--- src/rtl/dac_spi_serializer.sv ---
`timescale 1ns/1ps
`default_nettype none
// ============================================================================
//  Module   : dac_spi_serializer
//  Purpose  : Takes one signed sample per valid/ready handshake, optionally
//             converts it to offset binary, and shifts it MSB-first to a
//             serial DAC over an SPI mode-0 link (sclk idles low, data is
//             stable across the rising edge).
//  Revision : 1.0  initial release
// ============================================================================
module dac_spi_serializer #(
    parameter int DATA_W     = 16,
    parameter int CLK_DIV    = 2,
    parameter int CS_GAP     = 2,
    parameter int OFFSET_BIN = 1
) (
    input  logic              clk,
    input  logic              reset,
    input  logic [DATA_W-1:0] sample,
    input  logic              sample_valid,
    output logic              sample_ready,
    output logic              dac_sclk,
    output logic              dac_mosi,
    output logic              dac_cs_n,
    output logic              busy,
    output logic              frame_done
);

    localparam int DIV_W = $clog2(CLK_DIV + 1);
    localparam int BIT_W = $clog2(DATA_W + 1);
    localparam int GAP_W = $clog2(CS_GAP + 1);

    localparam logic [DIV_W-1:0]  c_DIV_LAST = DIV_W'(CLK_DIV - 1);
    localparam logic [DIV_W-1:0]  c_DIV_ONE  = DIV_W'(1);
    localparam logic [BIT_W-1:0]  c_BIT_LAST = BIT_W'(DATA_W);
    localparam logic [BIT_W-1:0]  c_BIT_ONE  = BIT_W'(1);
    localparam logic [GAP_W-1:0]  c_GAP_LAST = GAP_W'(CS_GAP - 1);
    localparam logic [GAP_W-1:0]  c_GAP_ONE  = GAP_W'(1);
    // Flipping only the sign bit maps two's complement onto offset binary.
    localparam logic [DATA_W-1:0] c_MSB_MASK =
        (OFFSET_BIN != 0) ? {1'b1, {(DATA_W-1){1'b0}}} : '0;

    typedef enum logic [1:0] {
        S_IDLE  = 2'd0,
        S_SHIFT = 2'd1,
        S_GAP   = 2'd2
    } state_t;

    state_t            r_state, w_state_nx;
    logic [DATA_W-1:0] r_shreg, w_shreg_nx;
    logic [DIV_W-1:0]  r_div,   w_div_nx;
    logic [BIT_W-1:0]  r_bit,   w_bit_nx;
    logic [GAP_W-1:0]  r_gap,   w_gap_nx;
    logic              r_sclk,  w_sclk_nx;
    logic              r_cs_n,  w_cs_n_nx;
    logic              r_busy,  w_busy_nx;
    logic              r_fdone, w_fdone_nx;
    logic [DATA_W-1:0] w_code;

    assign w_code       = sample ^ c_MSB_MASK;
    assign sample_ready = (r_state == S_IDLE) && reset;

    // MOSI is the shift register MSB itself, so it is registered and the
    // register is cleared when the frame ends to park the line low.
    assign dac_sclk   = r_sclk;
    assign dac_mosi   = r_shreg[DATA_W-1];
    assign dac_cs_n   = r_cs_n;
    assign busy       = r_busy;
    assign frame_done = r_fdone;

    // Next-state and next-output logic for the frame sequencer.
    always_comb begin
        w_state_nx = r_state;
        w_shreg_nx = r_shreg;
        w_div_nx   = r_div;
        w_bit_nx   = r_bit;
        w_gap_nx   = r_gap;
        w_sclk_nx  = r_sclk;
        w_cs_n_nx  = r_cs_n;
        w_busy_nx  = r_busy;
        w_fdone_nx = 1'b0;

        case (r_state)
            S_IDLE: begin
                if (sample_valid && sample_ready) begin
                    w_state_nx = S_SHIFT;
                    w_shreg_nx = w_code;
                    w_cs_n_nx  = 1'b0;
                    w_busy_nx  = 1'b1;
                    w_sclk_nx  = 1'b0;
                    w_div_nx   = '0;
                    w_bit_nx   = '0;
                end
            end

            S_SHIFT: begin
                if (r_div == c_DIV_LAST) begin
                    w_div_nx = '0;
                    if (!r_sclk) begin
                        // Rising edge: DAC samples the bit already on MOSI.
                        w_sclk_nx = 1'b1;
                        w_bit_nx  = r_bit + c_BIT_ONE;
                    end else if (r_bit == c_BIT_LAST) begin
                        // High phase of the final bit is over: close the frame.
                        w_sclk_nx  = 1'b0;
                        w_state_nx = S_GAP;
                        w_cs_n_nx  = 1'b1;
                        w_shreg_nx = '0;
                        w_fdone_nx = 1'b1;
                        w_gap_nx   = '0;
                    end else begin
                        // Falling edge: present the next bit.
                        w_sclk_nx  = 1'b0;
                        w_shreg_nx = {r_shreg[DATA_W-2:0], 1'b0};
                    end
                end else begin
                    w_div_nx = r_div + c_DIV_ONE;
                end
            end

            S_GAP: begin
                if (r_gap == c_GAP_LAST) begin
                    w_state_nx = S_IDLE;
                    w_busy_nx  = 1'b0;
                    w_gap_nx   = '0;
                end else begin
                    w_gap_nx = r_gap + c_GAP_ONE;
                end
            end

            default: begin
                w_state_nx = S_IDLE;
            end
        endcase
    end

    // State and output registers with synchronous active-low reset.
    always_ff @(posedge clk) begin
        if (!reset) begin
            r_state <= S_IDLE;
            r_shreg <= '0;
            r_div   <= '0;
            r_bit   <= '0;
            r_gap   <= '0;
            r_sclk  <= 1'b0;
            r_cs_n  <= 1'b1;
            r_busy  <= 1'b0;
            r_fdone <= 1'b0;
        end else begin
            r_state <= w_state_nx;
            r_shreg <= w_shreg_nx;
            r_div   <= w_div_nx;
            r_bit   <= w_bit_nx;
            r_gap   <= w_gap_nx;
            r_sclk  <= w_sclk_nx;
            r_cs_n  <= w_cs_n_nx;
            r_busy  <= w_busy_nx;
            r_fdone <= w_fdone_nx;
        end
    end

endmodule
`default_nettype wire

--- config.mk ---
export PLATFORM = sky130hd
export DESIGN_NAME = dac_spi_serializer
export DESIGN_NICKNAME = d
export VERILOG_FILES = /design/src/rtl/dac_spi_serializer.sv
export SDC_FILE = /design/constraint.sdc
export NUM_CORES = 1
export LEC_CHECK = 0
export CORE_MARGIN = 5
export CORE_UTILIZATION = 50
export CTS_BUF_LIST = sky130_fd_sc_hd__clkbuf_8
export CTS_CLUSTER_SIZE = 24
export DETAILED_ROUTE_END_ITERATION = 10
export PLACE_DENSITY = 0.79
export SYNTH_ARGS = -nofsm -noshare
export SYNTH_HDL_FRONTEND = slang
export SYNTH_SLANG_ARGS = --single-unit
--- constraint.sdc ---
create_clock -name clk -period 2.8 [get_ports clk]
set_input_delay 0.28 -clock clk [delete_from_list [all_inputs] [get_ports clk]]
set_output_delay 0.28 -clock clk [all_outputs]
set_load 0.05 [all_outputs]
==> impl_metrics.tcl <==
set metrics [dict create \
    cp.arrival_ns 2.33 \
    drive_above_1_share 0.1463 \
    hp-class "flip-flop to flip-flop" \
    core_um2 3103 \
    clockRootBuffer "clkbuf_8" \
    met1_usage 0.2454 \
    synth_xor_xnor_area_share 0.01064 \
    drtPass1Iterations 4 \
    worstPathRequired_ns 2.93 \
    synth-seq-area-share 0.3769 \
    max_slew_margin 0.4786 \
    powerDensity_nw_per_um2 553.6 \
    ff_latch_area_um2 620.6 \
    clkPwrFrac 0.410 \
    mostFrequentLayoutCells "dfxtp_1 (31), clkdlybuf4s50_1 (23), nand2_1 (20), nand3_1 (18), a31oi_1 (15)" \
    syn-mean-instance-area_um2 8.805 \
    worstSetupStartpointType "flip-flop" \
    regToRegStartpoint "r_state[0]$_SDFFE_PN0P_" \
    p_comb_frac 0.150 \
    grt_max_degree 29 \
    cp_top_family "flip-flops" \
    cts-hold-fix-buffers 0 \
    total_power_mw 1.112 \
    yosysTopAreaCellShare 0.3769 \
    h-tree-depth 2 \
    ys_top_cells_by_area "dfxtp_1 (38%), o311ai_0 (7.4%), or3b_2 (6.4%)" \
    busiest_layer "met2" \
    vias 1522 \
    finalWorstSetupSlack_ns 0.6037 \
    path_clk_slew_ns 0.07 \
    ios 25 \
    hold_depth 1 \
    post_cts_resized 0 \
    seq_power_share 0.440 \
    cts-buffers-inserted 5 \
    synth_simple_gate_area_frac 0.2994 \
    track_usage 0.1936 \
    reg2reg_depth 3 \
    synth_area_leader_cell "dfxtp_1" \
    fp.dieH_um 67.39 \
    layout_commonest_cell "dfxtp_1" \
    crit_slowest_cell "dfxtp_1" \
    initial_utilization 0.5306 \
    timing.fmax_mhz 455.3 \
    use_met2 0.3166 \
    wl_um 3908 \
    finalNetCount 225 \
    crit_fanout 28 \
    fin_crit_sh 0.7844 \
    synth_top_family_by_area "simple AND/OR/NAND/NOR gates" \
    worstHoldStart "r_div[1]$_SDFFE_PN0P_" \
    grt_pass1_wl_um 6810 \
    synthMuxAreaShare 0.006839 \
    cp_num_buf_inv 0 \
    syn_inst 187 \
    syn2layout_area_growth_pct 21.96 \
    dp_cells 241 \
    holdWs_ns 0.4696 \
    synth_area_um2 1647 \
    rsz0062_at_grt "no" \
    rr_endpoint "r_shreg[15]$_SDFFE_PN0P_" \
    diodes 0 \
    grtUsageMet3 0.05824 \
    grt_pass1_vias 1443 \
    synth_cell_types 43 \
    fin_area_um2 2008 \
    die_area_um2 4541 \
    row_count 20 \
    peakVddDrop_uv 382.6 \
    setup_tns_ns 0 \
    internal_power_mw 0.8330 \
    p_switching_mw 0.2787 \
    fin_crit_ns 2.196 \
    drcViolationCount 0 \
    die-width_um 67.39 \
    cts_setup_buffers 0 \
    max_cap_viol_count 0 \
    crit_type "flip-flop to flip-flop" \
    grt_overflow 0 \
    yosys.area_share.adder 0.01520 \
    critPathCaptureType "flip-flop" \
    place_congestion 0.8468 \
    fin_cells 249 \
    vias_per_cell 6.112 \
    place_ws_ns 0.6267 \
    dpl_cell_area_um2 1891 \
    yosys_warnings 0 \
    worst_pin_slew_ns 0.7811 \
    clock-sinks 31 \
    finClkSkew_ns 0.008089 \
    multi_input_area_um2 915.9 \
    routedWlPerCell_um 15.69 \
    dr.first_iter.drc_count 177 \
    p_leak_nw 0.7277 \
    crit_path_cell_trace "and4bb_4 > o21a_1 > a31oi_1" \
    syn-num-nets 208 \
    status "finished, final reports clean" \
    drv_slew 0 \
    whs_endpoint "r_div[1]$_SDFFE_PN0P_" \
    clk_latency_ns 0.28 \
    rrSetupSlack_ns 0.60 \
    clk_path_buf_depth 2 \
    setup_viol 0 \
    detail-route-antenna-nets 0 \
    critical_path.max_stage_delay_ns 0.83 \
    sw_frac_of_total 0.2507 \
    synth_compound_area_frac 0.2242 \
    n_fill_cell 280 \
    fin_util 0.6472 \
    numPortBuffers 24 \
    hold_viol_final 0 \
    synth-seq-cells 31 \
    dp_hpwl_um 2557 \
    antenna_found_initial 0 \
    cts_tree "built" \
]
## routing by layer
metal | share of wire | wire [µm]
met1 | 0.44 | 1723
met2 | 0.48 | 1885
met3 | 0.066 | 259
met4 | 0.010 | 40
met5 | 0 | 0
## synth_stat cells
master,n
a211oi_1,1
a21boi_1,2
a21oi_1,1
a221o_1,1
a22o_1,3
a31oi_1,15
and2_1,1
and4_1,1
and4bb_2,1
and4bb_4,1
buf_1,1
buf_2,6
buf_6,2
clkbuf_1,8
clkbuf_2,1
dfxtp_1,31
ha_1,2
inv_1,5
mux2_2,1
nand2_1,20
nand2b_1,7
nand3_1,18
nand3b_1,1
nand4bb_1,1
nor2_1,2
nor2b_1,4
nor3_1,3
nor3_2,1
nor4_1,2
o2111ai_1,1
o211a_1,1
o21a_1,2
o21ai_0,1
o21bai_1,1
o22ai_1,1
o311a_1,2
o311ai_0,14
o311ai_1,1
o31ai_1,1
or3b_1,4
or3b_2,12
or4_4,1
xnor2_1,2
## sequential cells by signal (all words and copies together), names as in the netlist
register	cells
r_state	2
r_bit	5
dac_sclk	1
dac_cs_n	1
r_gap	2
busy	1
frame_done	1
r_div	2
r_shreg	16
## logic make-up after synthesis
family	Yosys count
AND/OR/NAND/NOR	80
AO/OA/AOI/OAI	48
flip-flops	31
buffers and inverters	23
XOR/XNOR	2
adder cells (fa/ha/maj)	2
multiplexers	1
## worst max path at each step
stage | from | end | depth (start not counted)
after floorplan | dac_sclk$_SDFFE_PN0P_ | r_gap[1]$_SDFFE_PN0P_ | 3
after global placement | r_state[0]$_SDFFE_PN0P_ | r_shreg[2]$_SDFFE_PN0P_ | 3
after detailed placement | r_state[0]$_SDFFE_PN0P_ | r_shreg[15]$_SDFFE_PN0P_ | 3
after CTS | r_state[0]$_SDFFE_PN0P_ | r_shreg[3]$_SDFFE_PN0P_ | 3
after global routing | r_state[0]$_SDFFE_PN0P_ | dac_cs_n$_SDFFE_PN1P_ | 3
final | r_state[0]$_SDFFE_PN0P_ | r_shreg[15]$_SDFFE_PN0P_ | 3
## power by group through the flow
stage | combinational, mW | sequential [mW] | clock [mW]
floorplan | 0.105 | 0.499 | 0
global placement | 0.161 | 0.496 | 0
detailed placement | 0.165 | 0.498 | 0
CTS | 0.167 | 0.489 | 0.460
global route | 0.182 | 0.493 | 0.494
finish | 0.166 | 0.489 | 0.456
## final cells by class
class	instances	area share
clock buffers	6	0.04112
clock inverters	2	0.01745
inverters	5	0.009346
multi-input cells	133	0.4561
flip-flops and latches	31	0.3090
well taps	44	0.02741
repair buffers	28	0.1396
Note: power is estimated with default switching activity, not from simulation.
